File: src/rtl/dmem_arbiter_if.sv
// dmem_arbiter_if: CPU port A, secondary port B and DMEM bus bundle around the arbiter.
interface dmem_arbiter_if #(parameter int DEPTH_LOG2 = 11);
  logic                  a_req, a_we, a_stall;
  logic [31:0]           a_addr, a_wdata, a_rdata;
  logic                  b_req, b_we, b_ack, b_err;
  logic [31:0]           b_addr, b_wdata, b_rdata;
  logic                  dm_ena, dm_w, dm_r;
  logic [DEPTH_LOG2-1:0] dm_addr;
  logic [31:0]           dm_wdata, dm_rdata;
  modport slave (
    input  a_req, a_we, a_addr, a_wdata, b_req, b_we, b_addr, b_wdata, dm_rdata,
    output a_rdata, a_stall, b_ack, b_err, b_rdata, dm_ena, dm_w, dm_r, dm_addr, dm_wdata
  );
  modport master (
    output a_req, a_we, a_addr, a_wdata, b_req, b_we, b_addr, b_wdata, dm_rdata,
    input  a_rdata, a_stall, b_ack, b_err, b_rdata, dm_ena, dm_w, dm_r, dm_addr, dm_wdata
  );
endinterface

File: src/rtl/dmem_arbiter.sv
// dmem_arbiter: shares single-port DMEM between CPU port A and requester B with bounded B wait.
module dmem_arbiter #(
  parameter logic [31:0] BASE_ADDR  = 32'h1001_0000,
  parameter int          DEPTH_LOG2 = 11,
  parameter int          MAX_WAIT   = 4
) (
  input logic           clk_in,
  input logic           reset,
  dmem_arbiter_if.slave bus
);
  typedef enum logic [1:0] {IDLE, SERVE_B, RESP} state_e;
  state_e      state_q, state_d;
  logic [3:0]  wait_q, wait_d;
  logic        b_ack_q, b_err_q;
  logic [31:0] b_rdata_q;
  logic [31:0] a_off, b_off;
  logic        b_bad, serve, go;
  logic        unused_ok;
  always_comb begin
    a_off         = bus.a_addr - BASE_ADDR;
    b_off         = bus.b_addr - BASE_ADDR;
    b_bad         = (|b_off[1:0]) | (|b_off[31:DEPTH_LOG2+2]);
    serve         = state_q == SERVE_B;
    go            = bus.b_req & (~bus.a_req | (wait_q == 4'(MAX_WAIT)));
    state_d       = state_q == IDLE ? (go ? SERVE_B : IDLE) : (serve ? RESP : IDLE);
    wait_d        = (state_q != IDLE || !bus.b_req) ? 4'd0 :
                    (bus.a_req && !go && wait_q != 4'(MAX_WAIT)) ? wait_q + 4'd1 : wait_q;
    bus.dm_ena    = serve ? ~b_bad : bus.a_req;
    bus.dm_w      = serve ? ~b_bad & bus.b_we : bus.a_req & bus.a_we;
    bus.dm_r      = serve ? ~b_bad & ~bus.b_we : bus.a_req & ~bus.a_we;
    bus.dm_addr   = serve ? b_off[DEPTH_LOG2+1:2] : a_off[DEPTH_LOG2+1:2];
    bus.dm_wdata  = serve ? bus.b_wdata : bus.a_wdata;
    bus.a_rdata   = bus.dm_rdata;
    bus.a_stall   = serve;
    bus.b_ack     = b_ack_q;
    bus.b_err     = b_err_q;
    bus.b_rdata   = b_rdata_q;
    unused_ok     = ^{a_off[31:DEPTH_LOG2+2], a_off[1:0]};
  end
  // b_ack/b_err are loaded in SERVE_B so they are high exactly during RESP
  always_ff @(posedge clk_in) begin
    if (reset) begin
      state_q   <= IDLE;
      wait_q    <= 4'd0;
      b_ack_q   <= 1'b0;
      b_err_q   <= 1'b0;
      b_rdata_q <= 32'd0;
    end else begin
      state_q <= state_d;
      wait_q  <= wait_d;
      b_ack_q <= serve;
      b_err_q <= serve & b_bad;
      if (serve && !b_bad && !bus.b_we) b_rdata_q <= bus.dm_rdata;
    end
  end
endmodule

File: src/flat_wrapper.sv
// flat-port wrapper written by rule: the top's interface ports become plain ports
module dmem_arbiter_flat 
#(
  parameter logic [31:0] BASE_ADDR  = 32'h1001_0000,
  parameter int          DEPTH_LOG2 = 11,
  parameter int          MAX_WAIT   = 4
)
  (clk_in, reset, bus_a_req, bus_a_we, bus_a_addr, bus_a_wdata, bus_b_req, bus_b_we, bus_b_addr, bus_b_wdata, bus_dm_rdata, bus_a_rdata, bus_a_stall, bus_b_ack, bus_b_err, bus_b_rdata, bus_dm_ena, bus_dm_w, bus_dm_r, bus_dm_addr, bus_dm_wdata);
  dmem_arbiter_if #(.DEPTH_LOG2(DEPTH_LOG2)) bus_i ();
  input logic clk_in;
  input logic reset;
  input wire logic [$bits(bus_i.a_req)-1:0] bus_a_req;
  input wire logic [$bits(bus_i.a_we)-1:0] bus_a_we;
  input wire logic [$bits(bus_i.a_addr)-1:0] bus_a_addr;
  input wire logic [$bits(bus_i.a_wdata)-1:0] bus_a_wdata;
  input wire logic [$bits(bus_i.b_req)-1:0] bus_b_req;
  input wire logic [$bits(bus_i.b_we)-1:0] bus_b_we;
  input wire logic [$bits(bus_i.b_addr)-1:0] bus_b_addr;
  input wire logic [$bits(bus_i.b_wdata)-1:0] bus_b_wdata;
  input wire logic [$bits(bus_i.dm_rdata)-1:0] bus_dm_rdata;
  output wire logic [$bits(bus_i.a_rdata)-1:0] bus_a_rdata;
  output wire logic [$bits(bus_i.a_stall)-1:0] bus_a_stall;
  output wire logic [$bits(bus_i.b_ack)-1:0] bus_b_ack;
  output wire logic [$bits(bus_i.b_err)-1:0] bus_b_err;
  output wire logic [$bits(bus_i.b_rdata)-1:0] bus_b_rdata;
  output wire logic [$bits(bus_i.dm_ena)-1:0] bus_dm_ena;
  output wire logic [$bits(bus_i.dm_w)-1:0] bus_dm_w;
  output wire logic [$bits(bus_i.dm_r)-1:0] bus_dm_r;
  output wire logic [$bits(bus_i.dm_addr)-1:0] bus_dm_addr;
  output wire logic [$bits(bus_i.dm_wdata)-1:0] bus_dm_wdata;
  assign bus_i.a_req = bus_a_req;
  assign bus_i.a_we = bus_a_we;
  assign bus_i.a_addr = bus_a_addr;
  assign bus_i.a_wdata = bus_a_wdata;
  assign bus_i.b_req = bus_b_req;
  assign bus_i.b_we = bus_b_we;
  assign bus_i.b_addr = bus_b_addr;
  assign bus_i.b_wdata = bus_b_wdata;
  assign bus_i.dm_rdata = bus_dm_rdata;
  assign bus_a_rdata = bus_i.a_rdata;
  assign bus_a_stall = bus_i.a_stall;
  assign bus_b_ack = bus_i.b_ack;
  assign bus_b_err = bus_i.b_err;
  assign bus_b_rdata = bus_i.b_rdata;
  assign bus_dm_ena = bus_i.dm_ena;
  assign bus_dm_w = bus_i.dm_w;
  assign bus_dm_r = bus_i.dm_r;
  assign bus_dm_addr = bus_i.dm_addr;
  assign bus_dm_wdata = bus_i.dm_wdata;
  dmem_arbiter #(.BASE_ADDR(BASE_ADDR), .DEPTH_LOG2(DEPTH_LOG2), .MAX_WAIT(MAX_WAIT)) u_core (.clk_in(clk_in), .reset(reset), .bus(bus_i));
endmodule
File: config.mk
export PLATFORM = sky130hd
export DESIGN_NAME = dmem_arbiter_flat
export DESIGN_NICKNAME = d
export VERILOG_FILES = /design/src/rtl/dmem_arbiter_if.sv /design/src/rtl/dmem_arbiter.sv /design/src/flat_wrapper.sv
export SDC_FILE = /design/constraint.sdc
export NUM_CORES = 1
export LEC_CHECK = 0
export ABC_AREA = 1
export CORE_AREA = 2 2 110 112
export DETAILED_ROUTE_END_ITERATION = 10
export DIE_AREA = 0 0 112 114
export DONT_BUFFER_PORTS = 1
export GPL_TIMING_DRIVEN = 0
export PLACE_DENSITY = 0.46
export SKIP_LAST_GASP = 1
export SLEW_MARGIN = 10
export SYNTH_ARGS = -nofsm -noshare
export SYNTH_HDL_FRONTEND = slang
export SYNTH_SLANG_ARGS = --single-unit
File: constraint.sdc
create_clock -name clk_in -period 2 [get_ports clk_in]
set_clock_uncertainty 0.05 [all_clocks]
set_input_delay 0.3 -clock clk_in [delete_from_list [all_inputs] [get_ports clk_in]]
set_output_delay 0.3 -clock clk_in [all_outputs]
set_load 0.01 [all_outputs]
==> results of run 1 <==
## registers in the layout, indices dropped and copies added, names as in the netlist
signal and count:
u_core.bus.b_ack 1, u_core.bus.b_rdata 32, u_core.bus.b_err 1, u_core.wait_q 4
u_core.state_q 2
## repair_timing
item,CTS,global route
resized for setup,23,34
setup buffers,5,1
gates cloned,0,1
pin swaps,10,12
endpoints found under the setup margin,47,48
## kinds of logic (layout without fill, tap and decap cells)
kind of cell	Yosys count	after routing	synth area share [%]
AND/OR/NAND/NOR	349	349	48.07
buffers and inverters	114	127	20.11
flip-flops	40	40	28.05
AO/OA/AOI/OAI	12	12	2.454
adder cells (fa/ha/maj)	3	3	1.315
## worst max path at each step
stage | slack (ns) | to | from
2_1_floorplan | 0.008 | bus_dm_r | bus_b_addr[16]
3_3_place_gp | -0.47 | bus_dm_w | u_core.state_q[0]
3_5_place_dp | -0.52 | bus_dm_w | u_core.state_q[0]
4_1_cts | -0.08 | bus_dm_w | bus_b_addr[16]
5_1_grt | -0.07 | bus_dm_w | bus_b_addr[17]
6_report | 0.06 | bus_dm_w | bus_b_addr[17]
## worst reg2reg max path, cell delays in order (launching register included)
cell	delay, ns
dfxtp_1	0.33
inv_1	0.07
nor2_4	0.16
buf_4	0.21
buf_4	0.17
nand4_4	0.12
buf_12	0.15
buf_12	0.14
buf_4	0.18
nor2_1	0.10
nor2_1	0.05
## layout by cell type (no fill, tap or decap), types with 2 or more instances in the layout
cell / n
a21oi_1: 3
buf_12: 2
buf_4: 38
buf_6: 2
clkbuf_1: 9
clkbuf_16: 6
clkbuf_2: 2
dfxtp_1: 40
ha_1: 2
inv_1: 59
nand2_1: 234
nand2_2: 6
nand3_1: 10
nor2_1: 75
nor2_2: 10
nor2_4: 6
o21ai_0: 3
## power breakdown
part | internal (mW) | leakage [nW] | switching, mW
clock network | 0.587 | 0.0808 | 0.321
logic | 0.112 | 1.47 | 0.210
registers | 0.801 | 0.323 | 0.00322
## routing by layer
layer  vias to the layer above  GRT usage (%)
li1                       1508              -
met1                      1245          13.23
met2                       174          25.29
met3                        13          4.623
met4                         0          6.423
met5                         -              0
## stage by stage
step / hold WS [ns] / cell area, um^2
finish: 0.02922 / 3446
floorplan: 0.3224 / 2861
CTS: 0.02219 / 3322
global placement: 0.3248 / 3045
global route: 0.02708 / 3446
detailed placement: 0.3251 / 3045
## cell type report
type / instances / area [um^2]
clock inverter: 2 / 35.03
sequential: 40 / 800.8
buffer: 49 / 357.8
tap: 147 / 183.9
clock buffer: 6 / 128.9
inverter: 63 / 256.5
multi-input combinational: 364 / 1600
timing repair buffer: 7 / 82.58
fill: 1322 / 8265
## cells in the mapped netlist
cell type    n  area (um^2)
nand2_1    240        900.9
nor2_1      85        319.1
inv_1       61        229.0
dfxtp_1     40        800.8
buf_4       32        240.2
clkbuf_1    12        45.04
nand3_1     11        55.05
o21ai_0      5        25.02
nor2_2       4        25.02
a21oi_1      3        15.01
buf_2        3        15.01
buf_6        3        33.78
ha_1         3        37.54
nor2_4       2        22.52
o31ai_1      2        15.01
a211oi_1     1        7.510
buf_1        1        3.750
clkinv_1     1        3.750
inv_2        1        3.750
nand2_2      1        6.260
nand4_1      1        6.260
nand4_2      1        12.51
nor2b_1      1        6.260
nor3_1       1        5.000
nor3b_1      1        7.510
nor4_1       1        6.260
o211ai_1     1        7.510
==> flow_metrics.env, run 1 <==
export IMPL_die_area_mm2=0.01277
export IMPL_synth_area_mm2=0.002855
export IMPL_path_class="in -> out"
export IMPL_hp_start="reset"
export IMPL_start_kind="input port"
export IMPL_hold_class="in -> reg"
export IMPL_wl_um=9168
export IMPL_seq_area_frac_synth_pct=28.05
export IMPL_die_height_um=114
export IMPL_r2r_end="u_core.bus.b_rdata[27]"
export IMPL_min_period_ns=1.938
export IMPL_clock_fmax_mhz=516.1
export IMPL_worst_pin_slew_ns=0.5360
export IMPL_cp_depth=12
export IMPL_antenna_found_initial=0
export IMPL_first_pass_iters=4
export IMPL_clk_pin_slew_ns=0.06
export IMPL_cts_buffers=5
export IMPL_wl_per_cell_um=13.52
export IMPL_r2r_cells=10
export IMPL_routed_via_density=4.336
export IMPL_overflow=0
export IMPL_antenna_cells=0
export IMPL_io_pins=279
export IMPL_coreArea_mm2=0.01171
export IMPL_vias=2940
export IMPL_fin_cells=678
export IMPL_whs_path_depth=1
export IMPL_p_per_area_mw_per_mm2=590.5
export IMPL_syn_area_per_cell_um2=5.512
export IMPL_cp_slowest_cell="o31ai_4"
export IMPL_cts_root_buf="clkbuf_16"
export IMPL_grt_util_all_layers_pct=13.44
export IMPL_synthCells=518
export IMPL_arrival_ns=1.59
export IMPL_drive_gt1_share_pct=16.38
export IMPL_cp_top_family="simple AND/OR/NAND/NOR gates"
export IMPL_synth_seq_cells=40
export IMPL_h_tree_depth=2
export IMPL_finalHoldViolCount=0
export IMPL_start_util_pct=24.38
export IMPL_dpl_worst_slack_ns=-0.5173
export IMPL_slew_violations=0
export IMPL_critPathMaxFanout=3
export IMPL_dp_cells=665
export IMPL_grt_pass1_vias=2666
export IMPL_io_buffers=0
export IMPL_top_layer="met4"
export IMPL_place_congestion=0.8304
export IMPL_yosys_warnings=0
export IMPL_fin_crit_sh_pct=96.89
export IMPL_ir_drop_mv=0.3518
export IMPL_wl_met1_um=3231
export IMPL_leakagePower_nw=1.875
export IMPL_drc_errors=0
export IMPL_regToRegStartpoint="u_core.state_q[0]"
export IMPL_synth_cell_type_count=27
export IMPL_area_delta_synth_final_pct=20.68
export IMPL_setup_ws_ns=0.06228
export IMPL_final_setup_viol_count=0
export IMPL_reg2reg_slack_ns=0.17
export IMPL_end_kind="primary output"
export IMPL_drtIter0Drc=116
export IMPL_required_ns=1.65
export IMPL_wl_met2_um=4608
export IMPL_ant_nets=0
export IMPL_core_rowCount=40
export IMPL_hold_end="u_core.bus.b_ack"
export IMPL_drv_cap=0
export IMPL_relSlewSlack_pct=64.27
export IMPL_cts_hold_fix_buffers=0
export IMPL_cts_tree="yes"
export IMPL_outcome="finished, final reports clean"
export IMPL_clock_sinks=40
export IMPL_fin_util_pct=29.42
export IMPL_clk_latency_ns=0.28
export IMPL_rsz0062_at_grt="true"
export IMPL_finalSetupTns_ns=0
export IMPL_dr_wl_met3_um=986
export IMPL_hpwl_um=7561
export IMPL_grt_pass1_wl_um=13420
export IMPL_p_total_mw=2.035
export IMPL_grt_start_max_net_pins=13
export IMPL_crit_chain="inv_8, ha_4, nand2_2, nor2_2, nand2_1, nor2_1, nand3_1, nor2_1, nand2_1, nor2_4, nand2_4, o31ai_4"
export IMPL_clk_path_buf_depth=2
export IMPL_critical_path_max_stage_delay_ns=0.28
export IMPL_syn_num_nets=687
export IMPL_path_buf_inv=1
export IMPL_final_nets=699
export IMPL_die_x_um=112
Note: power is estimated with default switching activity, not from simulation.
==> run 2, diff against run 1 <==
- HOLD_SLACK_MARGIN: default -> 0.06
==> flow_metrics.env, run 2 (synthesized netlist as in run 1, its figures left out) <==
export IMPL_cts_tree="yes"
export IMPL_antenna_cells=0
export IMPL_reg2reg_slack_ns=0.17
export IMPL_first_pass_iters=4
export IMPL_r2r_end="u_core.bus.b_rdata[27]"
export IMPL_die_height_um=114
export IMPL_intPower_mw=1.502
export IMPL_worst_pin_slew_ns=0.5369
export IMPL_layout_common_cells="nand2_1, nor2_1, inv_1"
export IMPL_cts_root_buf="clkbuf_16"
export IMPL_grt_start_max_net_pins=13
export IMPL_clk_pin_slew_ns=0.06
export IMPL_power_frac_comb_pct=15.9
export IMPL_crit_chain="inv_8, ha_4, nand2_2, nor2_2, nand2_1, nor2_1, nand3_1, nor2_1, nand2_1, nor2_4, nand2_4, o31ai_4"
export IMPL_routed_via_density=4.321
export IMPL_rsz0062_at_grt="true"
export IMPL_cp_slowest_cell="o31ai_4"
export IMPL_relSlewSlack_pct=64.20
export IMPL_whs_path_depth=2
export IMPL_fin_cells=679
export IMPL_netSwitchingPower_uw=536.4
export IMPL_fill_cells=1322
export IMPL_grt_pass1_vias=2676
export IMPL_switching_share_pct=26.32
export IMPL_ir_drop_mv=0.3518
export IMPL_arrival_ns=1.59
export IMPL_grt_util_all_layers_pct=13.50
export IMPL_clkPwrFrac_pct=44.6
export IMPL_die_x_um=112
export IMPL_finalHoldViolCount=0
export IMPL_overflow=0
export IMPL_clock_sinks=40
export IMPL_cts_buffers=5
export IMPL_required_ns=1.65
export IMPL_wl_um=9184
export IMPL_slew_violations=0
export IMPL_final_nets=700
export IMPL_pwr_share_seq_pct=39.5
export IMPL_path_class="in -> out"
export IMPL_hpwl_um=7561
export IMPL_core_rowCount=40
export IMPL_final_setup_viol_count=0
export IMPL_drv_cap=0
export IMPL_h_tree_depth=2
export IMPL_start_kind="input port"
export IMPL_clk_path_buf_depth=2
export IMPL_io_buffers=0
export IMPL_drc_errors=0
export IMPL_hp_start="bus_dm_rdata[30]"
export IMPL_clock_fmax_mhz=516.8
export IMPL_p_total_mw=2.038
export IMPL_grt_pass1_wl_um=13470
export IMPL_end_kind="primary output"
export IMPL_wl_per_cell_um=13.53
export IMPL_antenna_found_initial=0
export IMPL_p_per_area_mw_per_mm2=589.7
export IMPL_final_common_cell="nand2_1"
export IMPL_fin_crit_sh_pct=96.76
export IMPL_drtIter0Drc=108
export IMPL_regToRegStartpoint="u_core.state_q[0]"
export IMPL_hold_class="in -> reg"
export IMPL_coreArea_mm2=0.01171
export IMPL_leakagePower_nw=1.879
export IMPL_hold_end="u_core.bus.b_rdata[30]"
export IMPL_area_delta_synth_final_pct=21.03
export IMPL_drive_gt1_share_pct=16.35
export IMPL_ant_nets=0
export IMPL_critPathMaxFanout=3
export IMPL_vias=2934
export IMPL_largest_reg_flops=32
export IMPL_die_area_mm2=0.01277
export IMPL_dp_cells=665
export IMPL_clk_latency_ns=0.28
export IMPL_io_pins=279
export IMPL_place_congestion=0.8304
export IMPL_r2r_cells=10
export IMPL_start_util_pct=24.38
export IMPL_critical_path_max_stage_delay_ns=0.27
export IMPL_outcome="finished, final reports clean"
export IMPL_min_period_ns=1.935
## run 2: cell count changes in the layout (fill, tap and decap cells not counted)
cell | before | now
dlygate4sd3_1 | 0 | 1
## run 2: area by class of cell
class                   count  area (um^2)  area share, %
flip-flops and latches     40        800.8          23.17
plain buffers              49        357.8          10.35
repair buffers              8        92.59          2.679
well taps                 147        183.9          5.322
clock inverters             2        35.03          1.014
clock buffers               6        128.9          3.729
multi-input cells         364         1600          46.31
inverters                  63        256.5          7.422
## run 2: metrics by stage
step,setup TNS (ns),setup WS [ns],hold slack (ns),cell area [um^2],util [%]
final,0,0.06483,0.09673,3456,29.51
after global placement,-7.531,-0.4729,0.3248,3045,26.00
after global routing,-0.1470,-0.06658,0.09892,3456,29.51
after detailed placement,-9.218,-0.5173,0.3251,3045,26.00
after floorplan,0,0.007516,0.3224,2861,-
after CTS,-0.09389,-0.07611,0.09480,3332,28.45
## run 2: power groups by stage
stage	Sequential (mW)	Combinational (mW)	Clock, mW
after floorplan	0.821	0.249	0
after global placement	0.821	0.303	0
after detailed placement	0.821	0.303	0
after CTS	0.804	0.320	0.944
after global routing	0.804	0.362	0.974
final	0.804	0.324	0.910
## run 2: timing repair
action | 4_1_cts | 5_1_grt
hold buffers | 1 | 0
setup endpoints to repair | 47 | 48
setup buffers | 5 | 1
cloned | 0 | 1
hold endpoints to repair | 2 | 0
pin swaps | 10 | 12
gates resized for setup | 23 | 34
## run 2: worst max path at each step
stage | startpoint | end | slack [ns] | cells after the start
3_5_place_dp | u_core.state_q[0] | bus_dm_w | -0.52 | 5
4_1_cts | bus_b_addr[16] | bus_dm_w | -0.08 | 12
2_1_floorplan | bus_b_addr[16] | bus_dm_r | 0.008 | 14
6_report | bus_b_addr[17] | bus_dm_w | 0.06 | 12
3_3_place_gp | u_core.state_q[0] | bus_dm_w | -0.47 | 5
5_1_grt | bus_b_addr[17] | bus_dm_w | -0.07 | 12
## run 2: critical path, delay by kind of cell
family / cells / cell delay, ns
and+or+nand+nor: 9 / 0.74
AOI/OAI and AO/OA: 1 / 0.27
adders and majority gates: 1 / 0.24
buffers and inverters: 1 / 0.01
## run 2: per-layer routing
metal	up-vias	track usage [%]	share of wire [%]
met5	-	0	0
met4	0	6.423	3.7
met3	13	4.623	11
met2	174	25.49	50
met1	1237	13.23	35
li1	1510	-	-
==> run 3, diff against run 2 <==
- ABC_AREA: 1 -> 0
- SKIP_CTS_REPAIR_TIMING: default -> 1
==> flow_metrics.env, run 3 <==
export IMPL_core_rowCount=40
export IMPL_start_kind="input port"
export IMPL_final_nets=572
export IMPL_seq_area_frac_synth_pct=28.05
export IMPL_synthCells=388
export IMPL_outcome="complete, but fails checks"
export IMPL_grt_util_all_layers_pct=12.92
export IMPL_setup_ws_ns=-0.4310
export IMPL_drtIter0Drc=69
export IMPL_die_x_um=112
export IMPL_hold_end="u_core.bus.b_rdata[13]"
export IMPL_vias=2557
export IMPL_worst_pin_slew_ns=0.6073
export IMPL_synthAdderAreaFrac_pct=1.315
export IMPL_yosys_warnings=0
export IMPL_drv_cap=0
export IMPL_grt_start_max_net_pins=14
export IMPL_min_period_ns=2.431
export IMPL_register_area_um2=800.8
export IMPL_synth_top_family_by_area="simple AND/OR/NAND/NOR gates"
export IMPL_io_pins=279
export IMPL_die_height_um=114
export IMPL_routed_via_density=4.641
export IMPL_first_pass_iters=4
export IMPL_place_congestion=0.8170
export IMPL_hold_class="in -> reg"
export IMPL_finalSetupTns_ns=-8.833
export IMPL_synth_compound_area_share_pct=3.900
export IMPL_leakagePower_nw=1.407
export IMPL_grt_pass1_wl_um=12810
export IMPL_p_per_area_mw_per_mm2=602.2
export IMPL_synth_cell_type_count=45
export IMPL_slew_violations=0
export IMPL_arrival_ns=2.08
export IMPL_required_ns=1.65
export IMPL_netlist_top_cells_area="dfxtp_1, nand2_1, nand2b_1"
export IMPL_io_buffers=0
export IMPL_drive_gt1_share_pct=17.57
export IMPL_whs_path_depth=2
export IMPL_fin_cells=551
export IMPL_layout_common_cells="nand2_1, nand2b_1, dfxtp_1"
export IMPL_yosys_area_top_type_share_pct=28.05
export IMPL_ant_nets=0
export IMPL_largest_reg_flops=32
export IMPL_area_delta_synth_final_pct=19.72
export IMPL_fin_crit_sh_pct=121.6
export IMPL_synth_async_sr_flop_share_pct=0
export IMPL_start_util_pct=24.38
export IMPL_drc_errors=0
export IMPL_coreArea_mm2=0.01171
export IMPL_hpwl_um=7474
export IMPL_worstSetupStartpoint="bus_b_addr[16]"
export IMPL_synth_most_common_cell="nand2_1"
export IMPL_hp_start="bus_dm_rdata[13]"
export IMPL_muxShareOfSynthArea_pct=11.96
export IMPL_cts_tree="yes"
export IMPL_syn_num_nets=557
export IMPL_clock_fmax_mhz=411.3
export IMPL_violations="negative setup slack"
export IMPL_rsz0062_at_grt="true"
export IMPL_fill_cells=1290
export IMPL_finalHoldViolCount=0
export IMPL_h_tree_depth=2
export IMPL_die_area_mm2=0.01277
export IMPL_grt_pass1_vias=2405
export IMPL_reg2reg_slack_ns=-0.08
export IMPL_multi_input_area_mm2=0.001727
export IMPL_clk_path_buf_depth=2
export IMPL_synthXorXnorAreaFrac_pct=1.227
export IMPL_synth_edf_count=0
export IMPL_clk_pin_slew_ns=0.06
export IMPL_final_setup_viol_count=35
export IMPL_yosys_top_cells_count="nand2_1, nand2b_1, dfxtp_1"
export IMPL_synth_seq_cells=40
export IMPL_r2r_cells=7
export IMPL_final_common_cell="nand2_1"
export IMPL_regToRegStartpoint="u_core.state_q[1]"
export IMPL_path_class="in -> out"
export IMPL_dp_cells=535
export IMPL_synthFlopType="dfxtp_1"
export IMPL_ir_drop_mv=0.3940
export IMPL_wl_um=9100
export IMPL_synth_simple_area_share_pct=40.93
export IMPL_relSlewSlack_pct=59.51
export IMPL_overflow=0
export IMPL_antenna_found_initial=0
export IMPL_r2r_end="u_core.bus.b_rdata[2]"
export IMPL_syn_area_per_cell_um2=7.359
export IMPL_end_kind="primary output"
export IMPL_wl_per_cell_um=16.52
export IMPL_cts_buffers=5
export IMPL_synth_area_mm2=0.002855
export IMPL_cts_root_buf="clkbuf_16"
export IMPL_clock_sinks=40
export IMPL_synth_top_cell_by_area="dfxtp_1"
export IMPL_fin_util_pct=29.19
export IMPL_critPathMaxFanout=5
export IMPL_antenna_cells=0
export IMPL_clk_latency_ns=0.28
==> run 3: cell types whose count changed in the layout (fill, tap and decap cells not counted), moves of 5 or more <==
cell | before | now
clkbuf_2 | 2 | 7
inv_1 | 59 | 4
mux2i_1 | 0 | 33
nand2_1 | 234 | 131
nand2_2 | 6 | 0
nand2b_1 | 0 | 64
nand3_1 | 10 | 1
nor2_1 | 75 | 8
nor2_2 | 10 | 0
nor2_4 | 6 | 0
==> run 3: per-layer routing <==
layer / part of all wire, % / global-route usage, % / vias up
met1: 37 / 13.72 / 1128
met2: 51 / 23.56 / 170
met4: 1.2 / 4.065 / 0
met5: 0 / 0 / -
met3: 11 / 5.154 / 9
li1: - / - / 1250
==> run 3: cell families after synthesis <==
| group | count (synthesis) |
|---|---|
| simple gates | 235 |
| buf+inv | 58 |
| flops | 40 |
| mux | 34 |
| compound gates | 14 |
| xor+xnor | 4 |
| fa+ha+maj | 3 |
==> run 3: worst max-delay path by stage <==
stage,to,slack [ns],depth (start not counted)
after floorplan,bus_dm_r,-0.61,8
after global placement,bus_dm_r,-0.97,8
after detailed placement,bus_dm_r,-0.96,8
after CTS,bus_dm_r,-0.97,8
after global routing,bus_dm_r,-0.50,8
final,bus_dm_r,-0.43,8
==> run 3: layout make-up <==
class,instances,share of cell area (%)
Buffer,51,10.65
Multi-Input combinational cell,290,50.51
Timing Repair Buffer,8,3.367
Tap cell,147,5.381
Sequential cell,40,23.43
Clock buffer,5,3.660
Clock inverter,3,1.245
Inverter,7,1.757
==> run 3: per-stage QoR <==
stage	total power, mW	hold WS, ns	setup slack (ns)	cell area (um^2)
final	2.058	0.1112	-0.4310	3418
after global routing	2.164	0.1143	-0.5011	3418
after CTS	2.098	0.1043	-0.9743	3243
after detailed placement	1.157	0.4131	-0.9629	3075
after global placement	1.156	0.4097	-0.9658	3075
after floorplan	1.099	0.4053	-0.6114	2892
==> run 3: power by group <==
| part | internal (mW) | switching [mW] | total [mW] |
|---|---|---|---|
| combinational | 0.140 | 0.195 | 0.335 |
| sequential | 0.800 | 0.00352 | 0.804 |
| clock | 0.586 | 0.334 | 0.920 |
| total | 1.53 | 0.532 | 2.06 |
==> run 3: critical path, stage by stage <==
cell,delay (ns)
clkinv_16,0.02
ha_4,0.14
or3b_4,0.38
a211o_1,0.27
or4_4,0.43
nor4_4,0.28
buf_6,0.14
a31o_4,0.11
